`config.mk`:
```
export PLATFORM = sky130hd
export DESIGN_NAME = binarize_tile_ctrl
export DESIGN_NICKNAME = d
export VERILOG_FILES = /design/src/rtl/binarize_pkg.sv /design/src/rtl/tile_pack_buf.sv /design/src/rtl/binarize_tile_ctrl.sv
export SDC_FILE = /design/constraint.sdc
export NUM_CORES = 1
export LEC_CHECK = 0
export ABC_AREA = 0
export ABC_CLOCK_PERIOD_IN_PS = 6900
export CORE_MARGIN = 4
export CORE_UTILIZATION = 30
export CTS_CLUSTER_SIZE = 25
export DETAILED_ROUTE_END_ITERATION = 10
export PLACE_DENSITY = 0.6
export RECOVER_POWER = 100
export SLEW_MARGIN = 40
export SYNTH_ARGS = -nofsm -noshare
export SYNTH_HDL_FRONTEND = slang
export SYNTH_SLANG_ARGS = --single-unit
```
`constraint.sdc`:
```
create_clock -name clk -period 6.9 [get_ports clk]
set_input_delay 1.38 -clock clk [delete_from_list [all_inputs] [get_ports clk]]
set_output_delay 1.38 -clock clk [all_outputs]
set_load 0.02 [all_outputs]
```
`src/rtl/binarize_pkg.sv`:
```
// Shared sizes, FSM state type and tile slot helper for the tile binarization controller.
package binarize_pkg;

   localparam int PIX_W     = 8;
   localparam int TILE_W    = 3;
   localparam int TILE_H    = 3;
   localparam int CNT_W     = 16;
   localparam int TILE_PIX  = TILE_W * TILE_H;
   localparam int TILE_BITS = TILE_PIX * PIX_W;
   localparam int IDX_W     = $clog2(TILE_PIX);

   typedef enum logic [1:0] {
      IDLE  = 2'd0,
      FILL  = 2'd1,
      EVAL  = 2'd2,
      DRAIN = 2'd3
   } state_t;

   // Pixel 0 occupies the most significant byte of the packed tile.
   function automatic int slot_lsb(input int n);
      return TILE_BITS - PIX_W * (n + 1);
   endfunction

endpackage

```
`src/rtl/tile_pack_buf.sv`:
```
// Packed tile register written one pixel at a time into slot wr_idx.
// Slots that are not written keep their previous pixel.
module tile_pack_buf
   import binarize_pkg::*;
(
   input  logic                 clk,
   input  logic                 rst_n,
   input  logic                 wr_en,
   input  logic [IDX_W-1:0]     wr_idx,
   input  logic [PIX_W-1:0]     wr_pixel,
   output logic [TILE_BITS-1:0] tile
);

   // Indexed byte write into the packed tile.
   always_ff @(posedge clk or negedge rst_n) begin
      if (!rst_n) begin
         tile <= '0;
      end else if (wr_en) begin
         for (int n = 0; n < TILE_PIX; n++) begin
            if (wr_idx == IDX_W'(n)) begin
               tile[slot_lsb(n) +: PIX_W] <= wr_pixel;
            end
         end
      end
   end

endmodule

```
`src/rtl/binarize_tile_ctrl.sv`:
```
// Tile sequencer for the 3x3 local-mean binarization datapath: collects a tile,
// lets the external datapath evaluate it for one cycle, then drains one bit per pixel.
//
// state | meaning
// IDLE  | waiting for start; num_tiles==0 finishes at once with a done pulse
// FILL  | accepting raster-order pixels into the packed tile
// EVAL  | single cycle; dp_in stable, datapath result captured at the end
// DRAIN | presenting one result bit per pixel downstream
module binarize_tile_ctrl
   import binarize_pkg::*;
(
   input  logic                 clk,
   input  logic                 rst_n,
   input  logic                 start,
   input  logic [CNT_W-1:0]     num_tiles,
   input  logic                 s_valid,
   output logic                 s_ready,
   input  logic [PIX_W-1:0]     s_pixel,
   output logic [TILE_BITS-1:0] dp_in,
   input  logic [TILE_BITS-1:0] dp_out,
   output logic                 m_valid,
   input  logic                 m_ready,
   output logic                 m_bit,
   output logic                 m_last,
   output logic                 busy,
   output logic                 done
);

   state_t               state_q, state_d;
   logic [CNT_W-1:0]     num_q;
   logic [CNT_W-1:0]     tile_cnt_q;
   logic [IDX_W-1:0]     pix_idx_q;
   logic [IDX_W-1:0]     out_idx_q;
   logic [TILE_PIX-1:0]  result_q;
   logic                 done_q;

   logic s_accept;
   logic m_hs;
   logic last_pix;
   logic last_bit;
   logic last_tile;
   logic dp_out_unused;

   assign s_accept  = s_valid && s_ready;
   assign m_hs      = m_valid && m_ready;
   assign last_pix  = (pix_idx_q == IDX_W'(TILE_PIX - 1));
   assign last_bit  = (out_idx_q == IDX_W'(TILE_PIX - 1));
   assign last_tile = (tile_cnt_q == num_q - 1'b1);

   // Every byte of dp_out is all-0 or all-1, so only each byte's MSB is looked at.
   assign dp_out_unused = ^dp_out;

   assign busy   = (state_q != IDLE);
   assign done   = done_q;
   assign m_bit  = (state_q == DRAIN) ? result_q[out_idx_q] : 1'b0;
   assign m_last = (state_q == DRAIN) && last_bit && last_tile;

   tile_pack_buf u_buf (
      .clk      (clk),
      .rst_n    (rst_n),
      .wr_en    (s_accept),
      .wr_idx   (pix_idx_q),
      .wr_pixel (s_pixel),
      .tile     (dp_in)
   );

   // State register.
   always_ff @(posedge clk or negedge rst_n) begin
      if (!rst_n) begin
         state_q <= IDLE;
      end else begin
         state_q <= state_d;
      end
   end

   // Next-state and handshake outputs; s_ready depends only on state.
   always_comb begin
      state_d = state_q;
      s_ready = 1'b0;
      m_valid = 1'b0;
      case (state_q)
         IDLE: begin
            if (start && (num_tiles != '0)) begin
               state_d = FILL;
            end
         end
         FILL: begin
            s_ready = 1'b1;
            if (s_accept && last_pix) begin
               state_d = EVAL;
            end
         end
         EVAL: begin
            state_d = DRAIN;
         end
         DRAIN: begin
            m_valid = 1'b1;
            if (m_hs && last_bit) begin
               state_d = last_tile ? IDLE : FILL;
            end
         end
         default: begin
            state_d = IDLE;
         end
      endcase
   end

   // Job length latch plus tile, pixel and output counters.
   always_ff @(posedge clk or negedge rst_n) begin
      if (!rst_n) begin
         num_q      <= '0;
         tile_cnt_q <= '0;
         pix_idx_q  <= '0;
         out_idx_q  <= '0;
      end else begin
         case (state_q)
            IDLE: begin
               if (start) begin
                  num_q      <= num_tiles;
                  tile_cnt_q <= '0;
                  pix_idx_q  <= '0;
               end
            end
            FILL: begin
               if (s_accept) begin
                  pix_idx_q <= pix_idx_q + 1'b1;
               end
            end
            EVAL: begin
               out_idx_q <= '0;
            end
            DRAIN: begin
               if (m_hs) begin
                  if (last_bit) begin
                     out_idx_q <= '0;
                     if (!last_tile) begin
                        tile_cnt_q <= tile_cnt_q + 1'b1;
                        pix_idx_q  <= '0;
                     end
                  end else begin
                     out_idx_q <= out_idx_q + 1'b1;
                  end
               end
            end
            default: begin
            end
         endcase
      end
   end

   // Capture the datapath verdict for each pixel at the end of EVAL.
   always_ff @(posedge clk or negedge rst_n) begin
      if (!rst_n) begin
         result_q <= '0;
      end else if (state_q == EVAL) begin
         for (int n = 0; n < TILE_PIX; n++) begin
            result_q[n] <= dp_out[slot_lsb(n) + PIX_W - 1];
         end
      end
   end

   // One-cycle done pulse: empty job, or final handshake of the final tile.
   always_ff @(posedge clk or negedge rst_n) begin
      if (!rst_n) begin
         done_q <= 1'b0;
      end else begin
         done_q <= ((state_q == IDLE) && start && (num_tiles == '0)) ||
                   ((state_q == DRAIN) && m_hs && last_bit && last_tile);
      end
   end

endmodule

```
Word level (Yosys, flattened, before mapping) --
Cells that the tools add are included.
Storage, ports and cells: flip-flop bits (word level) 124, output and inout bits 78, bits of input ports 101
Cells by class: add/subtract/negate cells 4, equal/unequal tests 21, muxes and demuxes 24, magnitude comparators 1, reduce and logical (&&, ||, !) cells 35
Operators by type and width (number):
- $mux 16 | 4
- $pmux 16 s2 | 1
- $mux 4 | 7
- $reduce_and 2->1 | 11
- $add 16x1->16 const B | 1
- $eq 16x16->1 | 1
- $eq 4x3->1 const B | 4
- $logic_not 16->1 | 1
- $reduce_bool 16->1 | 1
- $sub 16x1->16 const B | 1
- $ne 2x2->1 const B | 7
- $logic_and 1x1->1 | 12
- $pmux 4 s3 | 1
- $add 4x1->4 const B | 2
- $eq 4x2->1 const B | 2
- $eq 4x4->1 const B | 2
- $pmux 2 s4 | 1
- $pmux 4 s2 | 1
- $mux 2 | 3
- $reduce_and 6->1 | 1
- $reduce_bool 2->1 | 3
- $lt 4x5->1 const B | 1
- $mux 1 | 5
- $reduce_and 5->1 | 1
- other kinds (10) | 11

Longest topological paths before layout --
depth after elaboration 7, depth in mapped cells 12, gate-level depth less buffers 9

By module --
A second synthesis with hierarchy kept.
Unflattened totals: cells, all modules 497, area, all modules 6064.6 µm²
Modules (own cells, without submodules):
- binarize_tile_ctrl | area an instance 3280.6 µm², seq. area each 1301.2 µm², cells an instance 336, instances 1
- tile_pack_buf | area an instance 2783.9 µm², seq. area each 1801.7 µm², cells an instance 161, instances 1

Least setup slack after synthesis --
OpenSTA, ideal clock, no wires.
path type register to output, start point register num_q[0], end point output m_last, slack 2.732 ns, path buffers 3, cell stages (with the launch flop) 12, arrival time 2.788 ns, data required time 5.520 ns, cell sequence dfrtp_1 > clkbuf_1 > inv_1 > ha_1 > or4b_1 > buf_2 > or3_1 > o21a_1 > nor4_4 > o2111a_2 > buf_2 > and2_1
On the way: word-level cells in the longest chain between the ends 3
Ends and longest elaborated chain:
- start, declared | line binarize_tile_ctrl.sv:30 | logic [CNT_W-1:0] num_q;
- start signal, assigned | line binarize_tile_ctrl.sv:119 | num_q <= num_tiles;
- $sub 16x1->16 | line binarize_tile_ctrl.sv:48 | assign last_tile = (tile_cnt_q == num_q - 1'b1);
- $eq 16x16->1 | line binarize_tile_ctrl.sv:48
- $logic_and 1x1->1 | line binarize_tile_ctrl.sv:56 | assign m_last = (state_q == DRAIN) && last_bit && last_tile;
- end, declared | line binarize_tile_ctrl.sv:24 | output logic m_last,
Every way passes these cells.

Worst setup path after layout --
Same ends and word-level chain as after synthesis.

==> results.txt <==
status = finished with violations
failing checks = max-capacitance violations, max-slew violations
worst hold path class = flip-flop to flip-flop
Critical Path Source = num_q[0]$_DFFE_PN0P_
fin worst setup slack = 947.1 ps
Pwr per Cell Area = 411.7 nW/µm²
CTS buffer count = 17
Starting DRT DRC Count = 176
Hold Crit Start = u_buf.tile[66]$_DFFE_PN0P_
I/O pin cnt = 179
post-route minimum period = 5953 ps
synth cell count leaders = dfrtp_1 (124), mux2_2 (98), nand2_1 (39)
hold path cells = 1
Worst setup SP type = flip-flop
Synth Warn # = 0
Mapped Avg Cell Area = 12.05 µm²
crit path cell chain = inv_1 > ha_1 > or4b_1 > or3_1 > o21a_1 > nor4_1 > o2111a_1 > and2_1 > dlygate4sd3_1
worst vdd ir = 222.7 µV
vias in the first global route = 4,815
layout cells sized above 1 = 21.37%
post-CTS sizing = 0
Syn Nets = 610
Via-to-Cell Ratio = 5.022
Reg clk slew, reported paths = 60 ps
count leader, synth = dfrtp_1
worst r2r path cells = 9
family with the most delay on the worst path = simple AND/OR/NAND/NOR gates
Fin. Hold Viols = 0
sequential-to-total area share from yosys stat = 52.00%
RR Startpoint = num_q[0]$_DFFE_PN0P_
share of the synthesized area in the top cell type = 52.00%
drt pass-1 iters = 4
setup total negative slack = 0 ps
die width = 149.0 µm
DP Wirelength = 11.27 mm
Clock Skews = 7.920 ps
Total Routing Usage GR = 14.90%
max incr delay on CP = 810 ps
via count = 4,480
latest clock arrival within the worst-skew pair = 420 ps
Ant. Diodes = 0
Synth Register Bits = 124
Core Box Area = 19,530 µm²
RR Endpoint = pix_idx_q[0]$_DFFE_PN0P_
first-pass GRT wire length = 26.01 mm
Root Buffer Master = clkbuf_16
ys async rst share = 100.0%
maxcap violations = 2
Synth area leaders = dfrtp_1 (52%), mux2_2 (18%), ha_1 (2.9%), xnor2_1 (2.8%), nand2_1 (2.5%)
TritonCTS Sinks = 124
relative slew slack = -95.04%
Crit Path Class = flip-flop to primary output
Max Fclk = 168.0 MHz
CTS H-tree lvls = 4
final wirelength = 15.82 mm
fill count = 1,871
r2r setup slk = 3080 ps
RSZ-0062 raised after global routing = false
Longest Clk Path Bufs = 2
post-synth top area cell = dfrtp_1
Crit Path Max Fanout = 24
Die Y = 149.0 µm
WP data arrival = 4570 ps
synthesis-to-finish area growth = 34.05%
Die ar. = 22,210 µm²
max-slew violation count = 127
post-route ant nets = 0
Synth Flop Type = dfrtp_1
Lkg Pwr = 3.599 nW
Post-Place Worst Slack = 1918 ps
EDFF count, synth = 0
WP buf/inv = 2
GRT overflow = 0
Crit. End Element = primary output
Synth Cell Area = 5967 µm²
number of remaining DRC errors = 0
GP Congestion = 0.8402
DR WL/cell = 17.73 µm
Critical Path RT = 5520 ps
Yosys cell types = 57
Initial Util = 30.56%
initial antenna violation count = 0
largest net degree at the start of global routing = 74
WHS Endpoint = u_buf.tile[66]$_DFFE_PN0P_
final setup fails = 0
Slowest cell on crit path = o2111a_1
IO buf count = 115
slew of the pin with the lowest slew margin = 2926 ps
CTS tree = yes
setup bufs post-CTS = 0
Final Cycle Share = 86.27%
Mapped Cells = 495
hold buffer count at cts = 0
final net count = 729
std cell rows = 51
## worst max-delay path by stage
| stage | endpoint | slack [ps] | cells after the start |
|---|---|---|---|
| 2_1_floorplan | m_last | 2730 | 11 |
| 3_3_place_gp | m_last | 1940 | 9 |
| 3_5_place_dp | m_last | 1920 | 9 |
| 4_1_cts | m_last | 1450 | 9 |
| 5_1_grt | m_last | 660 | 9 |
| 6_report | m_last | 950 | 9 |
## layout make-up
type                       count  area [µm²]  share of cell area (%)
multi-input combinational    343        2736                   34.21
timing repair buffer         116        1150                   14.38
sequential                   124        3103                   38.79
clock buffer                  18       439.2                   5.490
clock inverter                14       193.9                   2.425
inverter                      12       45.04                  0.5631
tap                          265       331.6                   4.145
## power by group
part	leakage [nW]	internal [mW]	switching, mW	total, mW
logic	1.66	0.558	0.632	1.19
clock network	0.313	0.594	0.367	0.961
registers	1.62	0.945	0.197	1.14
total	3.60	2.10	1.20	3.29
## flip-flops by register name (all words and copies together) (netlist names)
signal and cells:
tile_cnt_q 16, done 1, out_idx_q 4, num_q 16, result_q 9, pix_idx_q 4
u_buf.tile 72, state_q 2
## layout by cell type, fill, tap and decap left out, types with 2 or more instances in the layout
master	instances
o22ai_1	3
a22o_1	2
a221oi_1	2
mux4_2	2
bufinv_16	3
nand2_1	39
xnor2_1	19
mux2_2	97
o2111ai_1	3
a21oi_1	13
o221ai_1	3
nand4_1	3
and3_1	3
or4_1	10
nor3_1	7
mux2i_1	5
nand3_1	11
clkdlybuf4s50_1	32
inv_8	3
nor4_1	12
nand3b_1	2
o21ai_0	18
and2_1	2
nand2b_1	6
o211ai_1	2
or3_1	6
dfrtp_1	124
ha_1	14
inv_6	7
clkbuf_16	17
inv_1	12
o31ai_1	10
nor2_1	19
xor2_1	4
nor3b_1	3
dlygate4sd3_1	82
## logic make-up (layout without fill, tap and decap cells)
kind of cell             after synthesis  after routing  synth area share, %
AO/OA/AOI/OAI                         71             71                8.032
XOR/XNOR                              23             23                3.376
adder cells (fa/ha/maj)               14             14                2.936
buffers and inverters                 28            160                1.929
flip-flops                           124            124                52.00
multiplexers                         105            105                20.09
AND/OR/NAND/NOR                      130            130                11.64
## routing by layer
layer	share of wire, %	global-route usage [%]	vias up
li1	-	-	2067
met1	42	17.99	2277
met2	48	23.72	116
met3	8.8	7.050	20
met4	1.6	4.577	0
met5	0	0	-
## through the flow
step	cells	util, %	hold slack [ps]	cell area [µm²]	power [mW]
after floorplan	495	-	475.2	5967	1.919
after global placement	860	37.82	487.7	7385	2.359
after detailed placement	860	37.86	492.6	7392	2.409
after CTS	892	41.10	508.5	8025	3.396
after global routing	892	40.97	518.8	7999	3.510
final	892	40.97	498.7	7999	3.293
## worst reg2reg max path, stage by stage (launching register included)
cell      delay [ps]
dfrtp_1          440
inv_1             90
ha_1             220
or4b_1           630
or3_1            410
o21a_1           200
nor4_1           470
o2111a_1         810
nor3_1           150
mux2_2           300
Note: power is estimated with default switching activity, not from simulation.
